[src/rtl/store_narrow_unit.sv]
// Store-side write path: narrows a register operand to byte/half/word and merges it into word memory.
// STORE_BYTE_ENABLE_EN adds o_mem_be and replaces the read-modify-write sequence with direct lane writes.
//
// state | meaning
// ------+---------------------------------------------------------
// IDLE  | ready for a request; decode and capture on i_valid
// RD    | issue memory read of the target word
// CAP   | register read data into the merge buffer
// WR    | issue merged write, pulse o_done
// ERR   | pulse o_misaligned for a rejected request
module store_narrow_unit #(
  parameter int BITS_DATA = 32,
  parameter int BITS_ADDR = 10
) (
  input  logic                 i_clk,
  input  logic                 i_reset,
  input  logic                 i_valid,
  input  logic [BITS_ADDR-1:0] i_addr,
  input  logic [BITS_DATA-1:0] i_data,
  input  logic [1:0]           i_size,
  output logic                 o_ready,
  output logic                 o_done,
  output logic                 o_misaligned,
  output logic [BITS_ADDR-3:0] o_mem_addr,
  output logic                 o_mem_rd_en,
  input  logic [BITS_DATA-1:0] i_mem_rdata,
  output logic                 o_mem_wr_en,
  output logic [BITS_DATA-1:0] o_mem_wdata
`ifdef STORE_BYTE_ENABLE_EN
  ,
  output logic [3:0]           o_mem_be
`endif
);

  typedef enum logic [2:0] {
    S_IDLE,
    S_RD,
    S_CAP,
    S_WR,
    S_ERR
  } state_t;

  localparam logic [1:0] SZ_BYTE = 2'b00;
  localparam logic [1:0] SZ_HALF = 2'b01;
  localparam logic [1:0] SZ_WORD = 2'b10;

  state_t               state_q, state_nxt;
  logic [BITS_ADDR-1:0] addr_q;
  logic [BITS_DATA-1:0] data_q;
  logic [1:0]           size_q;
  logic                 accept;
  logic                 bad_req;
  logic [3:0]           lane_be;
  logic [BITS_DATA-1:0] lane_mask;
  logic [BITS_DATA-1:0] placed;

  assign o_ready = (state_q == S_IDLE) && !i_reset;
  assign accept  = o_ready && i_valid;

  assign bad_req = (i_size == 2'b11) ||
                   ((i_size == SZ_HALF) && i_addr[0]) ||
                   ((i_size == SZ_WORD) && (i_addr[1:0] != 2'b00));

  always_comb begin
    state_nxt = state_q;
    case (state_q)
      S_IDLE: begin
        if (i_valid) begin
          if (bad_req)
            state_nxt = S_ERR;
          else if (i_size == SZ_WORD)
            state_nxt = S_WR;
          else
`ifdef STORE_BYTE_ENABLE_EN
            state_nxt = S_WR;
`else
            state_nxt = S_RD;
`endif
        end
      end
      S_RD:    state_nxt = S_CAP;
      S_CAP:   state_nxt = S_WR;
      S_WR:    state_nxt = S_IDLE;
      S_ERR:   state_nxt = S_IDLE;
      default: state_nxt = S_IDLE;
    endcase
  end

  always_ff @(posedge i_clk) begin
    if (i_reset) begin
      state_q <= S_IDLE;
      addr_q  <= '0;
      data_q  <= '0;
      size_q  <= '0;
    end else begin
      state_q <= state_nxt;
      if (accept) begin
        addr_q <= i_addr;
        data_q <= i_data;
        size_q <= i_size;
      end
    end
  end

  // Replicate the operand across lanes; the lane mask then picks the target slot.
  always_comb begin
    lane_be = 4'b1111;
    placed  = data_q;
    case (size_q)
      SZ_BYTE: begin
        lane_be = 4'b0001 << addr_q[1:0];
        placed  = {4{data_q[7:0]}};
      end
      SZ_HALF: begin
        lane_be = addr_q[1] ? 4'b1100 : 4'b0011;
        placed  = {2{data_q[15:0]}};
      end
      default: begin
        lane_be = 4'b1111;
        placed  = data_q;
      end
    endcase
  end

  assign lane_mask = {{8{lane_be[3]}}, {8{lane_be[2]}}, {8{lane_be[1]}}, {8{lane_be[0]}}};

  assign o_mem_addr   = addr_q[BITS_ADDR-1:2];
  assign o_mem_rd_en  = (state_q == S_RD);
  assign o_mem_wr_en  = (state_q == S_WR);
  assign o_done       = (state_q == S_WR);
  assign o_misaligned = (state_q == S_ERR);

`ifdef STORE_BYTE_ENABLE_EN
  assign o_mem_wdata = (state_q == S_WR) ? (placed & lane_mask) : '0;
  assign o_mem_be    = (state_q == S_WR) ? lane_be : 4'b0000;
`else
  logic [BITS_DATA-1:0] buf_q;

  always_ff @(posedge i_clk) begin
    if (i_reset)
      buf_q <= '0;
    else if (state_q == S_CAP)
      buf_q <= i_mem_rdata;
  end

  assign o_mem_wdata = (state_q == S_WR) ? ((buf_q & ~lane_mask) | (placed & lane_mask)) : '0;
`endif

endmodule

[config.mk]
export PLATFORM = sky130hd
export DESIGN_NAME = store_narrow_unit
export DESIGN_NICKNAME = d
export VERILOG_FILES = /design/src/rtl/store_narrow_unit.sv
export SDC_FILE = /design/constraint.sdc
export NUM_CORES = 1
export LEC_CHECK = 0
export CAP_MARGIN = 20
export CORE_ASPECT_RATIO = 1.4
export CORE_MARGIN = 2
export CORE_UTILIZATION = 45
export DETAILED_ROUTE_END_ITERATION = 8
export PLACE_DENSITY = 0.79
export SLEW_MARGIN = 0
export SYNTH_ARGS = -nofsm -noshare
export SYNTH_HDL_FRONTEND = slang
export SYNTH_SLANG_ARGS = --single-unit
[constraint.sdc]
create_clock -name i_clk -period 2.1 [get_ports i_clk]
set_clock_uncertainty 0.05 [all_clocks]
set_input_delay 0.42 -clock i_clk [delete_from_list [all_inputs] [get_ports i_clk]]
set_output_delay 0.42 -clock i_clk [all_outputs]
set_load 0.02 [all_outputs]
==> results of run 1 <==
-- critical path: stages, from the launching register on --
cell and delay, ns:
dfxtp_2 0.32, nand3b_1 0.24, clkinv_4 0.18, buf_8 0.16, nand2_1 0.07, mux2i_1 0.17
buf_4 0.17
-- registers in the layout (all words and copies together), names as in the netlist --
name	cells
buf_q	32
data_q	32
addr_q	10
state_q	3
size_q	2
-- layout make-up --
cell class	instances	area (µm²)	share of cell area (%)
timing repair buffer	158	1600	28.2
clock inverter	6	61.3	1.08
sequential	79	1590	28.0
tap	102	128	2.25
inverter	19	76.3	1.35
multi-input combinational	271	1990	35.1
clock buffer	10	229	4.04
-- stage by stage --
stage / cells / setup slack [ns] / utilization (%) / setup TNS, ns
floorplan: 413 / 0.121 / - / 0
global placement: 623 / -0.236 / 62.7 / -10.55
detailed placement: 623 / -0.279 / 62.7 / -12.24
CTS: 644 / -0.0978 / 67.1 / -0.705
global route: 645 / -0.0676 / 70.4 / -1.11
finish: 645 / -0.0393 / 70.4 / -0.230
-- metal layers --
metal | part of all wire [%] | vias to the layer above | global-route usage, % | routed length (µm)
li1 | - | 1689 | - | -
met4 | 2.0 | 0 | 9.83 | 237
met5 | 0 | - | 0 | 0
met1 | 39 | 1745 | 29.8 | 4520
met2 | 53 | 137 | 42.9 | 6150
met3 | 6.3 | 18 | 5.70 | 734
-- report_power, final --
group / leakage [nW] / switching, mW / internal, mW
Combinational: 1.49 / 0.397 / 0.455
Sequential: 0.647 / 0.103 / 1.61
Clock: 0.142 / 0.620 / 0.916
Total: 2.28 / 1.12 / 2.98
-- placed cells by master, fill, tap and decap left out, drive strengths merged, types with 2 or more instances in the layout --
cell           count
nand2             96
clkdlybuf4s50     86
dfxtp             79
buf               64
a21oi             53
a22o              44
mux2i             24
inv               18
clkbuf            14
o221a              8
mux2               8
a2bb2oi            8
o31ai              8
clkinv             5
nor3b              4
nand2b             3
nor2               3
clkdlybuf4s15      2
dlygate4sd2        2
o21ai              2
nor2b              2
-- final timing paths --
| check | start | endpoint | slack [ns] | cells past startpoint |
|---|---|---|---|---|
| worst max register to register | state_q[2]$_SDFFE_PP0P_ | data_q[27]$_SDFFE_PP0P_ | 0.44 | 6 |
| worst max-delay path | state_q[2]$_SDFFE_PP0P_ | o_mem_wdata[4] | -0.04 | 6 |
| worst min-delay path | buf_q[17]$_SDFFE_PP0N_ | buf_q[17]$_SDFFE_PP0N_ | 0.40 | 2 |
| worst min register to register | buf_q[17]$_SDFFE_PP0N_ | buf_q[17]$_SDFFE_PP0N_ | 0.40 | 2 |
-- kinds of logic after synthesis --
group,count (synthesis),share of synthesized area [%]
compound gates,126,25.0
buf+inv,63,9.68
flops,79,43.1
mux,32,9.00
simple gates,113,13.3
-- repair_timing --
action	in CTS	in global routing
pin swaps	0	4
resized for setup	184	68
setup endpoints to repair	37	33
buffers inserted	3	0
hold endpoints to repair	0	0
cloned	2	3
==> run_results.csv, run 1 <==
group,metric,value,unit
run_status,status,"complete, but fails checks",
run_status,violations,"negative setup slack",
floorplan,coreArea,8050,µm²
timing,tightest_slew,0.368,ns
routing,drc,0,
clock_network,cts_tree,"yes",
yosys,synth_warnings,0,
floorplan,die_h,111,µm
yosys,synth_cell_types,33,
yosys,syn_inst,413,
clock_network,htreeDepth,3,
global_route,grt-ovfl-total,0,
yosys,synth_common_cells,"nand2_1, dfxtp_1, a21oi_1",
timing,whs,0.402,ns
timing,setup_viol,15,
pwr,cellPowerDensity,723,nW/µm²
clock_network,clock_path_buffers,2,
global_route,antenna_found_initial,0,
yosys,synth_top_area_share,43.1,%
place,dp_hpwl,7410,µm
place,port_buffers,123,
clock_network,cts_buffers,9,
routing,drt_wl_total,11600,µm
global_route,grt_first_pass_wirelength,17300,µm
yosys,yosysTopAreaCell,"dfxtp_1",
yosys,netlist_top_cells_area,"dfxtp_1, a22o_1, nand2_1, a21oi_1, mux2i_1",
timing,relSlewSlack,75.4,%
yosys,synth-seq-cells,79,
timing,rsz0062_at_grt,"yes",
clock_network,clk_pin_slew_worst_paths,0.06,ns
floorplan,fp.dieW,80.3,µm
yosys,synthArstFlopShare,0,%
yosys,synth_area_per_cell,8.89,µm²
flow_run,drv_cap,0,
finish,layout-drive-gt1-share,29.1,%
timing,drv_slew,0,
routing,ant_nets,0,
timing,hold_violations,0,
clock_network,clockRootBuffer,"clkbuf_16",
clock_network,clock-sinks,79,
finish,antennaDiodeCount,0,
critical_path,crit_arrival,1.67,ns
yosys,synthFlopType,"dfxtp_1",
floorplan,fp-row-count,39,
finish,fin_nets,617,
yosys,synth_edf_count,0,
finish,design_area,5670,µm²
pwr,p_total,4.10,mW
critical_path,worst_ep_required_time,1.63,ns
timing,fin_ws,-0.0393,ns
floorplan,fp.dieArea,8900,µm²
critical_path,startpoint_type,"flip-flop",
critical_path,cp_max_fo,10,
critical_path,criticalPathCategory,"flip-flop to primary output",
global_route,grt_usage,25.1,%
clock_network,hold_buffers,0,
routing,vias,3589,
floorplan,start_util,45.6,%
place,globalplace.congestion,0.851,
routing,drt-pass1-iter-count,4,
yosys,ys_seq_area_share,43.1,%
finish,fillerInstances,599,
place,place_area,5050,µm²
timing,period_share,102,%
timing,min_period,2.14,ns
critical_path,cp-end-kind,"primary output",
floorplan,io_pins,124,
pwr,leakage,2.28,nW
global_route,grt_pass1_vias,3472,
routing,vias_per_cell,5.56,
global_route,grt_max_degree,45,
finish,area_delta_synth_final,54.6,%
yosys,synthesis.area,3670,µm²
hold_path,worst_hold_path_type,"flip-flop to flip-flop",
routing,drtIter0Drc,220,
yosys,synth_fp_nets,492,
clock_network,clk_latency,0.34,ns
routing,wl_per_cell,18.0,µm
pwr,ir_worst_vdd,602,µV
yosys,synth.most_common_cell,"nand2_1",
timing,fmax,0.467,GHz
Power figures use the tool's default switching activity.
==> run 2: changes to the inputs <==
--- a/config.mk
+++ b/config.mk
@@ -7,8 +7,9 @@
 export LEC_CHECK = 0
 export CAP_MARGIN = 20
 export CORE_ASPECT_RATIO = 1.4
-export CORE_MARGIN = 2
+export CORE_MARGIN = 4
 export CORE_UTILIZATION = 45
+export CTS_CLUSTER_SIZE = 30
 export DETAILED_ROUTE_END_ITERATION = 8
 export PLACE_DENSITY = 0.79
 export SLEW_MARGIN = 0
==> constraint.sdc (replaced) <==
create_clock -name i_clk -period 2.76 [get_ports i_clk]
set_clock_uncertainty 0.05 [all_clocks]
set_input_delay 0.552 -clock i_clk [delete_from_list [all_inputs] [get_ports i_clk]]
set_output_delay 0.552 -clock i_clk [all_outputs]
set_load 0.02 [all_outputs]
==> run 2 against run 1 <==
  * The flow now finishes without violations
  * Sequential share of layout area increased by 2.9 points
  * Non-clock buffer count decreased by 20
  * Power fell by 34%
  * Final area shrank 9.8%
  * Via count is 7.8% lower
  * First-iteration DRC count fell by 16%
  * Wire length shrank 11%
  * Hold slack improved by 0.0035 ns
  * Critical path depth decreased by 1
  * Clock power shrank 43%
  * Cell count fell by 3.4%
  * Setup slack improved by 0.12 ns
==> run_results.csv, run 2 (synthesis results as in run 1) <==
group,metric,value,unit
run_status,status,"finished clean",
place,place_area,4890,µm²
global_route,grt_first_pass_wirelength,16500,µm
clock_network,cts_buffers,9,
timing,tns,0,ns
pwr,cellPowerDensity,529,nW/µm²
critical_path,startpoint_type,"flip-flop",
clock_network,htreeDepth,3,
clock_network,cts_tree,"yes",
finish,design_area,5110,µm²
clock_network,clock-sinks,79,
global_route,grt_pass1_vias,3373,
routing,vias,3309,
routing,route.met3.wl,803,µm
place,globalplace.congestion,0.802,
floorplan,fp-row-count,38,
finish,final_common_cell,"clkdlybuf4s50_1",
flow_run,drv_cap,0,
timing,rsz0062_at_grt,"no",
floorplan,start_util,46.8,%
routing,wl_met1,4200,µm
routing,met2_length,5180,µm
floorplan,coreArea,7850,µm²
finish,area_delta_synth_final,39.3,%
clock_network,cts_setup_buffers,0,
routing,dr.max_layer_used,"met4",
timing,fmax,0.373,GHz
critical_path,worst_ep_required_time,2.16,ns
floorplan,fp.dieArea,9680,µm²
finish,top_regs,"buf_q (32), data_q (32), addr_q (10)",
floorplan,die_h,115,µm
critical_path,cp_max_fo,9,
floorplan,fp.dieW,84.3,µm
routing,drt-pass1-iter-count,4,
pwr,leakage,2.08,nW
timing,tightest_slew,0.660,ns
routing,wl_per_cell,16.6,µm
global_route,grt_max_degree,46,
hold_path,worst_hold_path_type,"flip-flop to flip-flop",
timing,relSlewSlack,56.0,%
critical_path,reg2reg_slack,0.97,ns
clock_network,clockRootBuffer,"clkbuf_8",
critical_path,cp-end-kind,"primary output",
timing,period_share,97.2,%
finish,most-common-layout-cells,"clkdlybuf4s50_1, nand2_1, dfxtp_1",
finish,fin_nets,597,
routing,drtIter0Drc,185,
pwr,ir_worst_vdd,292,µV
critical_path,crit_arrival,2.08,ns
place,port_buffers,123,
timing,setup_viol,0,
routing,ant_nets,0,
critical_path,max_stage_delay,0.54,ns
critical_path,path_cells,"buf_4, o21ai_0, nand2b_2, o221a_2, clkdlybuf4s50_1",
finish,antennaDiodeCount,0,
clock_network,cts_resized,27,
clock_network,hold_buffers,0,
clock_network,clock_path_buffers,2,
global_route,grt_usage,21.4,%
routing,drc,0,
clock_network,clk_latency,0.36,ns
timing,drv_slew,0,
timing,hold_violations,0,
critical_path,criticalPathCategory,"flip-flop to primary output",
finish,fillerInstances,673,
critical_path,crit_family,"buffers and inverters",
place,dp_hpwl,7320,µm
critical_path,cp_slowest_cell,"clkdlybuf4s50_1",
routing,drt_wl_total,10400,µm
global_route,grt-ovfl-total,0,
critical_path,timing.critical_path.buf_inv,2,
clock_network,clk_pin_slew_worst_paths,0.08,ns
finish,layout-drive-gt1-share,11.1,%
timing,min_period,2.68,ns
global_route,antenna_found_initial,0,
floorplan,io_pins,124,
routing,vias_per_cell,5.31,
==> run 2: cell count changes in the layout (fill, tap and decap cells not counted), sizes merged <==
cell and change:
buf -49, dlygate4sd2 +21, clkdlybuf4s50 +13, clkinv -3, clkbuf -2, clkdlybuf4s15 -1
inv +1
==> run 2: area by class of cell <==
cell class,count,area [µm²],share of cell area (%)
inverter,19,71.3,1.39
clock inverter,4,55.1,1.08
tap,100,125,2.45
timing repair buffer,138,1370,26.7
multi-input combinational,271,1770,34.6
sequential,79,1580,30.9
clock buffer,12,145,2.84
==> run 2: path summary, 6_finish.rpt <==
kind | start | endpoint | cells after the start
min | buf_q[17]$_SDFFE_PP0N_ | buf_q[17]$_SDFFE_PP0N_ | 2
max reg2reg | state_q[1]$_SDFFE_PP0P_ | buf_q[11]$_SDFFE_PP0N_ | 5
max | size_q[0]$_SDFFE_PP0P_ | o_mem_wdata[30] | 5
min reg2reg | buf_q[17]$_SDFFE_PP0N_ | buf_q[17]$_SDFFE_PP0N_ | 2
==> run 2: stage by stage <==
stage          util [%]  total power [mW]  instances  hold WS (ns)  setup WS, ns
4_1_cts            64.6              2.71        621         0.408        0.0443
3_3_place_gp       62.3              1.83        605         0.392         0.124
3_5_place_dp       62.3              1.84        605         0.397         0.105
6_report           65.2              2.71        623         0.406        0.0766
2_1_floorplan         -              1.63        413         0.387         0.649
5_1_grt            65.2              2.81        623         0.436       0.00438
==> run 2: layer usage <==
layer	GRT usage, %	up-vias
li1	-	1646
met1	26.1	1522
met2	36.4	127
met3	4.73	14
met4	9.33	0
met5	0	-
==> run 2: worst reg2reg max path, stage by stage (launching register included) <==
cell and delay (ns):
dfxtp_1 0.34, buf_4 0.16, or3b_1 0.65, buf_8 0.28
nand2_1 0.10, a21oi_1 0.08
==> run 2: power by group <==
part / switching [mW] / leakage [nW] / internal, mW
Combinational: 0.257 / 1.34 / 0.289
Sequential: 0.0646 / 0.646 / 1.22
Clock: 0.426 / 0.0968 / 0.446
